$ cat config.mk
export PLATFORM = sky130hd
export DESIGN_NAME = reg_str
export DESIGN_NICKNAME = d
export VERILOG_FILES = /design/src/rtl/reg_str_pkg.sv /design/src/rtl/reg_str_next.sv /design/src/rtl/reg_str.sv
export SDC_FILE = /design/constraint.sdc
export NUM_CORES = 1
export LEC_CHECK = 0
export ABC_CLOCK_PERIOD_IN_PS = 1900
export CAP_MARGIN = 20
export CORE_AREA = 5 5 80 82
export CTS_CLUSTER_SIZE = 16
export DETAILED_ROUTE_END_ITERATION = 12
export DIE_AREA = 0 0 85 87
export PLACE_DENSITY_LB_ADDON = 0.12
export SLEW_MARGIN = 20
export SYNTH_ARGS = -nofsm -noshare
export SYNTH_HDL_FRONTEND = slang
export SYNTH_SLANG_ARGS = --single-unit
$ cat constraint.sdc
create_clock -name clk -period 1.9 [get_ports clk]
set_clock_uncertainty 0.2 [all_clocks]
set_input_delay 0.38 -clock clk [delete_from_list [all_inputs] [get_ports clk]]
set_output_delay 0.38 -clock clk [all_outputs]
set_load 0.1 [all_outputs]
$ cat src/rtl/reg_str_pkg.sv
// reg_str_pkg: shared width default and operation encoding for the reg_str register
package reg_str_pkg;
  localparam int REG_STR_WIDTH_DEF = 32;
  typedef enum logic [1:0] {OP_HOLD, OP_LOAD, OP_INC, OP_CLR} reg_op_e;
endpackage

$ cat src/rtl/reg_str_next.sv
// reg_str_next: next-value mux for reg_str (clear/increment/load/hold)
// ports: op (selected operation), cur (current value), inp (load word), nxt (next value)
// REG_STR_SAT_INC_EN: when defined the increment saturates at all-ones instead of wrapping
module reg_str_next
  import reg_str_pkg::*;
#(
  parameter int WIDTH = REG_STR_WIDTH_DEF
) (
  input  reg_op_e          op,
  input  logic [WIDTH-1:0] cur,
  input  logic [WIDTH-1:0] inp,
  output logic [WIDTH-1:0] nxt
);
  logic [WIDTH-1:0] inc_val;
`ifdef REG_STR_SAT_INC_EN
  assign inc_val = &cur ? cur : cur + WIDTH'(1);
`else
  assign inc_val = cur + WIDTH'(1);
`endif
  always_comb begin
    nxt = op == OP_CLR  ? '0 :
          op == OP_INC  ? inc_val :
          op == OP_LOAD ? inp : cur;
  end
endmodule

$ cat src/rtl/reg_str.sv
// reg_str: WIDTH-bit register with synchronous clear, increment and load
// ports: clk, rst_a (async active-low clear), rst_s (sync clear), inc (increment),
//        we (load enable), inp (load word), datadout (registered contents)
// REG_STR_SAT_INC_EN: selects a saturating increment in reg_str_next
module reg_str
  import reg_str_pkg::*;
#(
  parameter int WIDTH = REG_STR_WIDTH_DEF
) (
  input  logic             clk,
  input  logic             rst_a,
  input  logic             rst_s,
  input  logic             inc,
  input  logic             we,
  input  logic [WIDTH-1:0] inp,
  output logic [WIDTH-1:0] datadout
);
  reg_op_e          op;
  logic [WIDTH-1:0] nxt;
  always_comb begin
    op = rst_s ? OP_CLR : inc ? OP_INC : we ? OP_LOAD : OP_HOLD;
  end
  reg_str_next #(.WIDTH(WIDTH)) u_next (
    .op  (op),
    .cur (datadout),
    .inp (inp),
    .nxt (nxt)
  );
  always_ff @(posedge clk or negedge rst_a) begin
    if (!rst_a) datadout <= '0;
    else        datadout <= nxt;
  end
endmodule

# Word level (Yosys, flattened, before mapping)
# Index checks and enable logic that the tools add are counted.
# W data, S select, Z words.
word_totals:
  reg_bits: 32
  latchBits: 0
  mem_bits_rw: 0
  mem_bits_ro: 0
  inputBits: 37
  out_inout_bits: 32
  elab_cells: 12
  memories: 0
op_classes:
  addsub: 1
  mul: 0
  div: 0
  magnitude_cmp: 0
  eq_ne: 3
  n_shift: 0
  mux: 6
  n_bitwise: 0
  n_reduce_logical: 1
op_table:
  columns: ["cell", "n"]
  rows:
  - ["$mux W32", 3]
  - ["$add A32 B1 Y32 const B", 1]
  - ["$eq A2 B2 Y1 const B", 2]
  - ["$mux W2", 2]
  - ["$reduce_bool A3 Y1", 1]
  - ["$eq A2 B1 Y1 const B", 1]
  - ["$mux W1", 1]

# Logic depth before layout (Yosys ltp)
# Gate-level depths: netlist of the first run.
depth:
  ltp_word: 7
  mapped_depth: 6
  mapped_depth_nobuf: 5

# By module
# Synthesis of the first run repeated with hierarchy kept, for this count alone.
unflattened:
  cells_unflattened: 247
  area_unflattened_um2: 2090.8
by_module_without_submodules:
  columns: ["module", "instances", "cells_per_inst", "area_per_inst_um2", "seq_area_each_um2"]
  rows:
  - ["reg_str_next", 1, 212, 1272.5, 0.0]
  - ["reg_str", 1, 35, 818.3, 800.8]

# Least setup slack after synthesis of the first run
# Ideal clock, no wire load.
synth_timing:
  kind: "register to register"
  from: "reg datadout[11]"
  to: "reg datadout[26]"
  setup_ps: 100
  t_arrival_ps: 2569
  required_ps: 1600
  setup_slack_ps: -969
  stages_incl_launch_ff: 6
  n_path_buf: 1
  period_less_slack_ps: 2869
  path_cell_list: "dfrtp_1 -> buf_4 -> nand4_1 -> or4_4 -> or4_1 -> a311oi_1"
synth_between:
  elab_chain_len: 3
synth_rtl:
  columns: ["item", "line", "source"]
  rows:
  - ["from (decl)", "reg_str.sv:16", "output logic [WIDTH-1:0] datadout"]
  - ["from (signal assigned)", "reg_str.sv:31", "else datadout <= nxt;"]
  - ["$add A32 B1 Y32", "reg_str_next.sv:18", "assign inc_val = cur + WIDTH'(1);"]
  - ["$mux W32", "reg_str_next.sv:22", "op == OP_INC ? inc_val :"]
  - ["$mux W32", "reg_str_next.sv:21", "nxt = op == OP_CLR ? '0 :"]
# No other way between the ends.
# A chain may end at the register's enable or synchronous reset.

# Worst setup path after layout of the first run
layout_timing:
  from: "reg datadout[12]"
  to: "reg datadout[24]"
# The elaborated chain is that of the path after synthesis.

==> flow_metrics.env, run 1 <==
export IMPL_routed_via_density=6.503
export IMPL_postCtsHoldBufs=0
export IMPL_synth_top_flop_cell="dfrtp_1"
export IMPL_clkTransAtPathRegs_ns=0.09
export IMPL_yosys_top_cells_area="dfrtp_1, a211oi_1, or4_1"
export IMPL_synthesis_area_um2=2349
export IMPL_fillers=319
export IMPL_design_area_um2=4720
export IMPL_yosysMostFrequentCell="dfrtp_1"
export IMPL_nets=469
export IMPL_multi_input_comb_area_um2=1722
export IMPL_worstPathMaxFanout=5
export IMPL_start_util_pct=41.38
export IMPL_worst_pin_slew_ns=0.4504
export IMPL_synthTopCellsByCount="dfrtp_1, nand2_1, nor2_1"
export IMPL_routabilityCongestion=0.8715
export IMPL_drtAntennaViolNets=0
export IMPL_ys_warn_count=0
export IMPL_grt_pass1_vias=3087
export IMPL_cts_buffers=5
export IMPL_p_leak_nw=1.819
export IMPL_seq_area_um2=888.4
export IMPL_largest_reg_flops=32
export IMPL_root_buffer="clkbuf_8"
export IMPL_cts_buffer_depth=2
export IMPL_io_buffers=68
export IMPL_ys_seq_elements=32
export IMPL_grt_usage_pct=25.52
export IMPL_synthCells=270
export IMPL_ir_worst_vdd_v=0.0003997
export IMPL_violations="setup timing"
export IMPL_htree_levels=2
export IMPL_max_freq_mhz=452.6
export IMPL_postPlaceCellArea_um2=4090
export IMPL_hold_viol_final=0
export IMPL_drc=0
export IMPL_synth_nets=308
export IMPL_dr_pass1_iters=5
export IMPL_synth_cell_types=48
export IMPL_cp_required_ns=1.91
export IMPL_routed_via_count=3297
export IMPL_post_dp_hpwl_um=6498
export IMPL_rsz0062_at_grt="true"
export IMPL_synth_largest_area_cell="dfrtp_1"
export IMPL_finalWirelength_um=10870
export IMPL_ioPinCount=69
export IMPL_worstPathArrival_ns=2.22
export IMPL_syn_avg_cell_area_um2=8.698
export IMPL_power_mw=2.491
export IMPL_critPathCaptureType="flip-flop"
export IMPL_rows=28
export IMPL_post_route_min_period_ns=2.209
export IMPL_drive_gt1_share_pct=53.47
export IMPL_clock_sinks=32
export IMPL_post_route_period_util_pct=116.3
export IMPL_setup_viol=17
export IMPL_maxCapViolCount=0
export IMPL_yosys_area_top_type_share_pct=34.10
export IMPL_top_regs="datadout (32)"
export IMPL_fin_ws_ns=-0.3093
export IMPL_async_reset_ff_share_pct=100.0
export IMPL_post_drt_wl_per_cell_um=21.44
export IMPL_status="complete, but fails checks"
export IMPL_slew_headroom_pct=69.59
export IMPL_area_growth_pct=101.0
export IMPL_grt_overflow=0
export IMPL_power_density_nw_per_um2=527.8
export IMPL_place_ws_ns=-0.2270
export IMPL_synth_seq_area_share_pct=34.10
export IMPL_startpoint_type="flip-flop"
export IMPL_hold_class="input port to asynchronous set/reset pin"
export IMPL_die_area_um2=7395
export IMPL_grt_max_degree=33
export IMPL_regMostFlops="datadout"
export IMPL_criticalPathCategory="flip-flop to flip-flop"
export IMPL_fp_dieH_um=87
export IMPL_cts_tree="built"
export IMPL_clk_latency_ns=0.30
export IMPL_die_w_um=85
export IMPL_coreArea_um2=5675
export IMPL_grt_pass1_wl_um=15210
export IMPL_drt_initial_drc_count=317
export IMPL_diodes=0
export IMPL_slew_violations=0
export IMPL_synth_edf_count=0
export IMPL_antenna_found_initial=0
## cell families (layout without fill, tap and decap cells)
logic type      Yosys count  in the layout  share of synthesized area [%]
simple gates            128            129                          31.11
flops                    32             32                          34.10
buf+inv                  25            186                          7.032
fa+ha+maj                 1              1                         0.5327
compound gates           76             76                          23.71
mux                       8              8                          3.516
## through the flow
stage | cells | utilization [%] | hold slack, ns | TNS, ns
finish | 507 | 83.16 | 0.2598 | -2.518
CTS | 496 | 77.78 | 0.2699 | -1.330
global route | 507 | 83.16 | 0.2722 | -3.478
detailed placement | 473 | 72.07 | 0.3680 | -3.873
global placement | 473 | 72.07 | 0.3579 | -2.834
floorplan | 270 | - | -0.1156 | -4.747
## critical path, cell delays in order, from the launching register on
cell and delay [ns]:
dfrtp_4 0.44, nand4_1 0.19, or4_4 0.59, or4_4 0.44
a311oi_2 0.25
## layout make-up
class                           instances  share of cell area, %
Sequential cell                        32                  18.82
Tap cell                               75                  1.988
Clock buffer                            6                  1.538
Clock inverter                          2                 0.7423
Inverter                                4                 0.3181
Timing Repair Buffer                  174                  40.11
Multi-Input combinational cell        214                  36.48
## cells in the final DEF, fill, tap and decap left out, types with 4 or more instances in the layout
cell type / count
a211oi_1: 13
a311oi_1: 4
nand2_1: 23
inv_1: 4
o31ai_1: 9
nor2_1: 15
or3_4: 4
nor2b_1: 10
or4_1: 5
nand4_1: 10
or4_4: 9
clkdlybuf4s50_1: 35
buf_6: 17
mux2i_1: 6
nor3_1: 6
a31oi_1: 6
a21oi_1: 11
buf_4: 86
nand3_4: 8
buf_12: 35
or3_1: 4
clkbuf_8: 5
a21o_1: 4
nor4_1: 5
dfrtp_4: 20
a311oi_2: 5
nand3_1: 7
dfrtp_2: 10
## power breakdown
part	total (mW)	internal (mW)	switching, mW
Combinational	0.997	0.425	0.572
Clock	0.698	0.390	0.308
Sequential	0.796	0.739	0.0566
## path summary, 6_finish.rpt
path	from	end	slack, ns	cells after the start
setup / recovery	datadout[12]$_DFFE_PN0P_	datadout[24]$_DFFE_PN0P_	-0.31	4
setup reg to reg	datadout[12]$_DFFE_PN0P_	datadout[24]$_DFFE_PN0P_	-0.31	4
min in group clk	inc	datadout[7]$_DFFE_PN0P_	0.42	4
hold reg to reg	datadout[27]$_DFFE_PN0P_	datadout[27]$_DFFE_PN0P_	0.46	2
max in group asynchronous	rst_a	datadout[15]$_DFFE_PN0P_	1.03	2
hold / removal	rst_a	datadout[19]$_DFFE_PN0P_	0.26	2
## metal layers
| metal | vias up | GRT usage [%] | wire length (µm) |
|---|---|---|---|
| met3 | 79 | 3.974 | 888 |
| met4 | 0 | 8.058 | 593 |
| met5 | - | 0 | 0 |
| met1 | 1577 | 32.29 | 4003 |
| li1 | 1400 | - | - |
| met2 | 241 | 44.63 | 5384 |
## what timing repair did
item | in CTS | in global routing
resized for setup | 23 | 46
pin swaps | 16 | 24
setup endpoints to repair | 18 | 23
gates cloned | 1 | 0
buffers inserted | 14 | 13
(Power assumes the default switching activity.)
==> run 2: changes to the inputs <==
Settings changed: TNS_END_PERCENT from default to 5.
==> run 2 against run 1 <==
The run still ends with setup timing left. Critical path depth unchanged. Sequential power down 0.5%. Core utilization down 7.3 points. Clock-buffer cell count down 1. Die area unchanged. Non-clock buffer count down 15. Sequential share of layout area up 1.8 points. Sequential cell count unchanged. Critical path type unchanged. Largest cell class unchanged.
==> flow_metrics.env, run 2 (synthesis results as in run 1) <==
export IMPL_top_regs="datadout (32)"
export IMPL_routabilityCongestion=0.9110
export IMPL_power_density_nw_per_um2=553.8
export IMPL_final_cell_mix="buf_4, clkdlybuf4s50_1, buf_12, nand2_1, dfrtp_4"
export IMPL_post_route_period_util_pct=115.2
export IMPL_status="complete, but fails checks"
export IMPL_setup_viol=15
export IMPL_hold_class="input port to asynchronous set/reset pin"
export IMPL_finalWirelength_um=8718
export IMPL_drt_initial_drc_count=167
export IMPL_regMostFlops="datadout"
export IMPL_area_growth_pct=83.27
export IMPL_maxCapViolCount=0
export IMPL_layout_cells_non_filler=491
export IMPL_grt_pass1_vias=2809
export IMPL_clockPowerShare_pct=28.3
export IMPL_worst_pin_slew_ns=0.4526
export IMPL_htree_levels=2
export IMPL_drc=0
export IMPL_routed_via_count=2892
export IMPL_ioPinCount=69
export IMPL_dr_pass1_iters=5
export IMPL_routed_via_density=5.890
export IMPL_criticalPathCategory="flip-flop to flip-flop"
export IMPL_violations="setup timing"
export IMPL_slowest_stage="or4_4"
export IMPL_hold_viol_final=0
export IMPL_largest_reg_flops=32
export IMPL_p_leak_nw=1.676
export IMPL_crit_buf_inv=0
export IMPL_root_buffer="clkbuf_8"
export IMPL_slew_violations=0
export IMPL_die_w_um=85
export IMPL_pwr_share_comb_pct=38.5
export IMPL_worstPathArrival_ns=2.17
export IMPL_post_route_min_period_ns=2.188
export IMPL_slew_headroom_pct=69.55
export IMPL_place_inst=482
export IMPL_ir_worst_vdd_v=0.0003202
export IMPL_grt_overflow=0
export IMPL_die_area_um2=7395
export IMPL_drive_gt1_share_pct=44.95
export IMPL_post_dp_hpwl_um=6549
export IMPL_rsz0062_at_grt="true"
export IMPL_coreArea_um2=5675
export IMPL_grt_pass1_wl_um=13800
export IMPL_final_common_cell="buf_4"
export IMPL_clkTransAtPathRegs_ns=0.08
export IMPL_worstPathMaxFanout=5
export IMPL_postCtsHoldBufs=0
export IMPL_critPathCaptureType="flip-flop"
export IMPL_cts_buffers=5
export IMPL_post_drt_wl_per_cell_um=17.76
export IMPL_crit_family="simple AND/OR/NAND/NOR gates"
export IMPL_startpoint_type="flip-flop"
export IMPL_swShare_pct=36.39
export IMPL_start_util_pct=41.38
export IMPL_cts_tree="built"
export IMPL_grt_usage_pct=23.43
export IMPL_power_frac_seq_pct=33.2
export IMPL_nets=453
export IMPL_io_buffers=68
export IMPL_drtAntennaViolNets=0
export IMPL_clock_sinks=32
export IMPL_power_internal_mw=1.516
export IMPL_fillers=424
export IMPL_clk_latency_ns=0.29
export IMPL_hold_ws_ns=0.2471
export IMPL_worstPathCellList="nand4_1, or4_4, or4_1, a311oi_1"
export IMPL_power_switching_uw=867.3
export IMPL_regToRegStartpoint="datadout[16]$_DFFE_PN0P_"
export IMPL_cp_slowest_stage_delay_ns=0.61
export IMPL_antenna_found_initial=0
export IMPL_cts_buffer_depth=2
export IMPL_fp_dieH_um=87
export IMPL_fin_ws_ns=-0.2882
export IMPL_cp_required_ns=1.89
export IMPL_grt_max_degree=33
export IMPL_diodes=0
export IMPL_worstSetupStartpoint="datadout[16]$_DFFE_PN0P_"
export IMPL_max_freq_mhz=457.0
export IMPL_rows=28
[run 2: worst reg2reg max path: cells and delay by family (launching register included)]
family,cells,cell delay [ns]
AND/OR/NAND/NOR,3,1.24
flip-flops,1,0.41
AO/OA/AOI/OAI,1,0.23
[run 2: layout make-up]
class                           count  area (µm²)  share of cell area [%]
Timing Repair Buffer              159        1699                   39.48
Multi-Input combinational cell    213        1498                   34.80
Sequential cell                    32       887.1                   20.61
Tap cell                           75       93.84                   2.180
Clock buffer                        5       68.82                   1.599
Clock inverter                      3       42.54                  0.9884
Inverter                            4       15.01                  0.3488
[run 2: path summary, 6_finish.rpt]
kind                                       endpoint  slack, ns  depth (start not counted)
hold / removal             datadout[24]$_DFFE_PN0P_       0.25                          2
hold reg to reg             datadout[0]$_DFFE_PN0P_       0.38                          1
setup reg to reg           datadout[26]$_DFFE_PN0P_      -0.29                          4
setup / recovery           datadout[26]$_DFFE_PN0P_      -0.29                          4
min in group clk            datadout[0]$_DFFE_PN0P_       0.38                          1
max in group asynchronous   datadout[1]$_DFFE_PN0P_       1.04                          2
[run 2: power groups by stage]
stage | sequential, mW | combinational [mW] | clock (mW)
global route | 0.797 | 0.960 | 0.706
finish | 0.792 | 0.917 | 0.674
floorplan | 1.11 | 0.159 | 0
detailed placement | 0.801 | 0.903 | 0
global placement | 0.799 | 0.894 | 0
CTS | 0.787 | 0.909 | 0.678
[run 2: through the flow]
step | TNS (ns) | util, % | setup slack [ns] | power, mW | instance area (µm²)
after floorplan | -6.145 | - | -0.4487 | 1.265 | 2439
after global placement | -5.530 | 71.67 | -0.2459 | 1.693 | 4068
after detailed placement | -6.974 | 71.67 | -0.3287 | 1.704 | 4068
after CTS | -2.293 | 74.45 | -0.2445 | 2.375 | 4225
after global routing | -3.506 | 75.84 | -0.3334 | 2.463 | 4304
final | -2.397 | 75.84 | -0.2882 | 2.383 | 4304
[run 2: metal layers]
metal | vias up | share of wire [%] | track usage, %
met3 | 12 | 8.2 | 4.163
met4 | 0 | 1.7 | 10.07
met5 | - | 0 | 0
li1 | 1358 | - | -
met1 | 1379 | 39 | 28.45
met2 | 143 | 51 | 40.68
[run 2: what timing repair did]
item                       in CTS  in global routing
gates resized for setup        10                 15
pin swaps                       8                  8
hold endpoints to repair        0                  0
setup endpoints to repair      23                 29
setup buffers                   1                  0
gates cloned                    0                  0
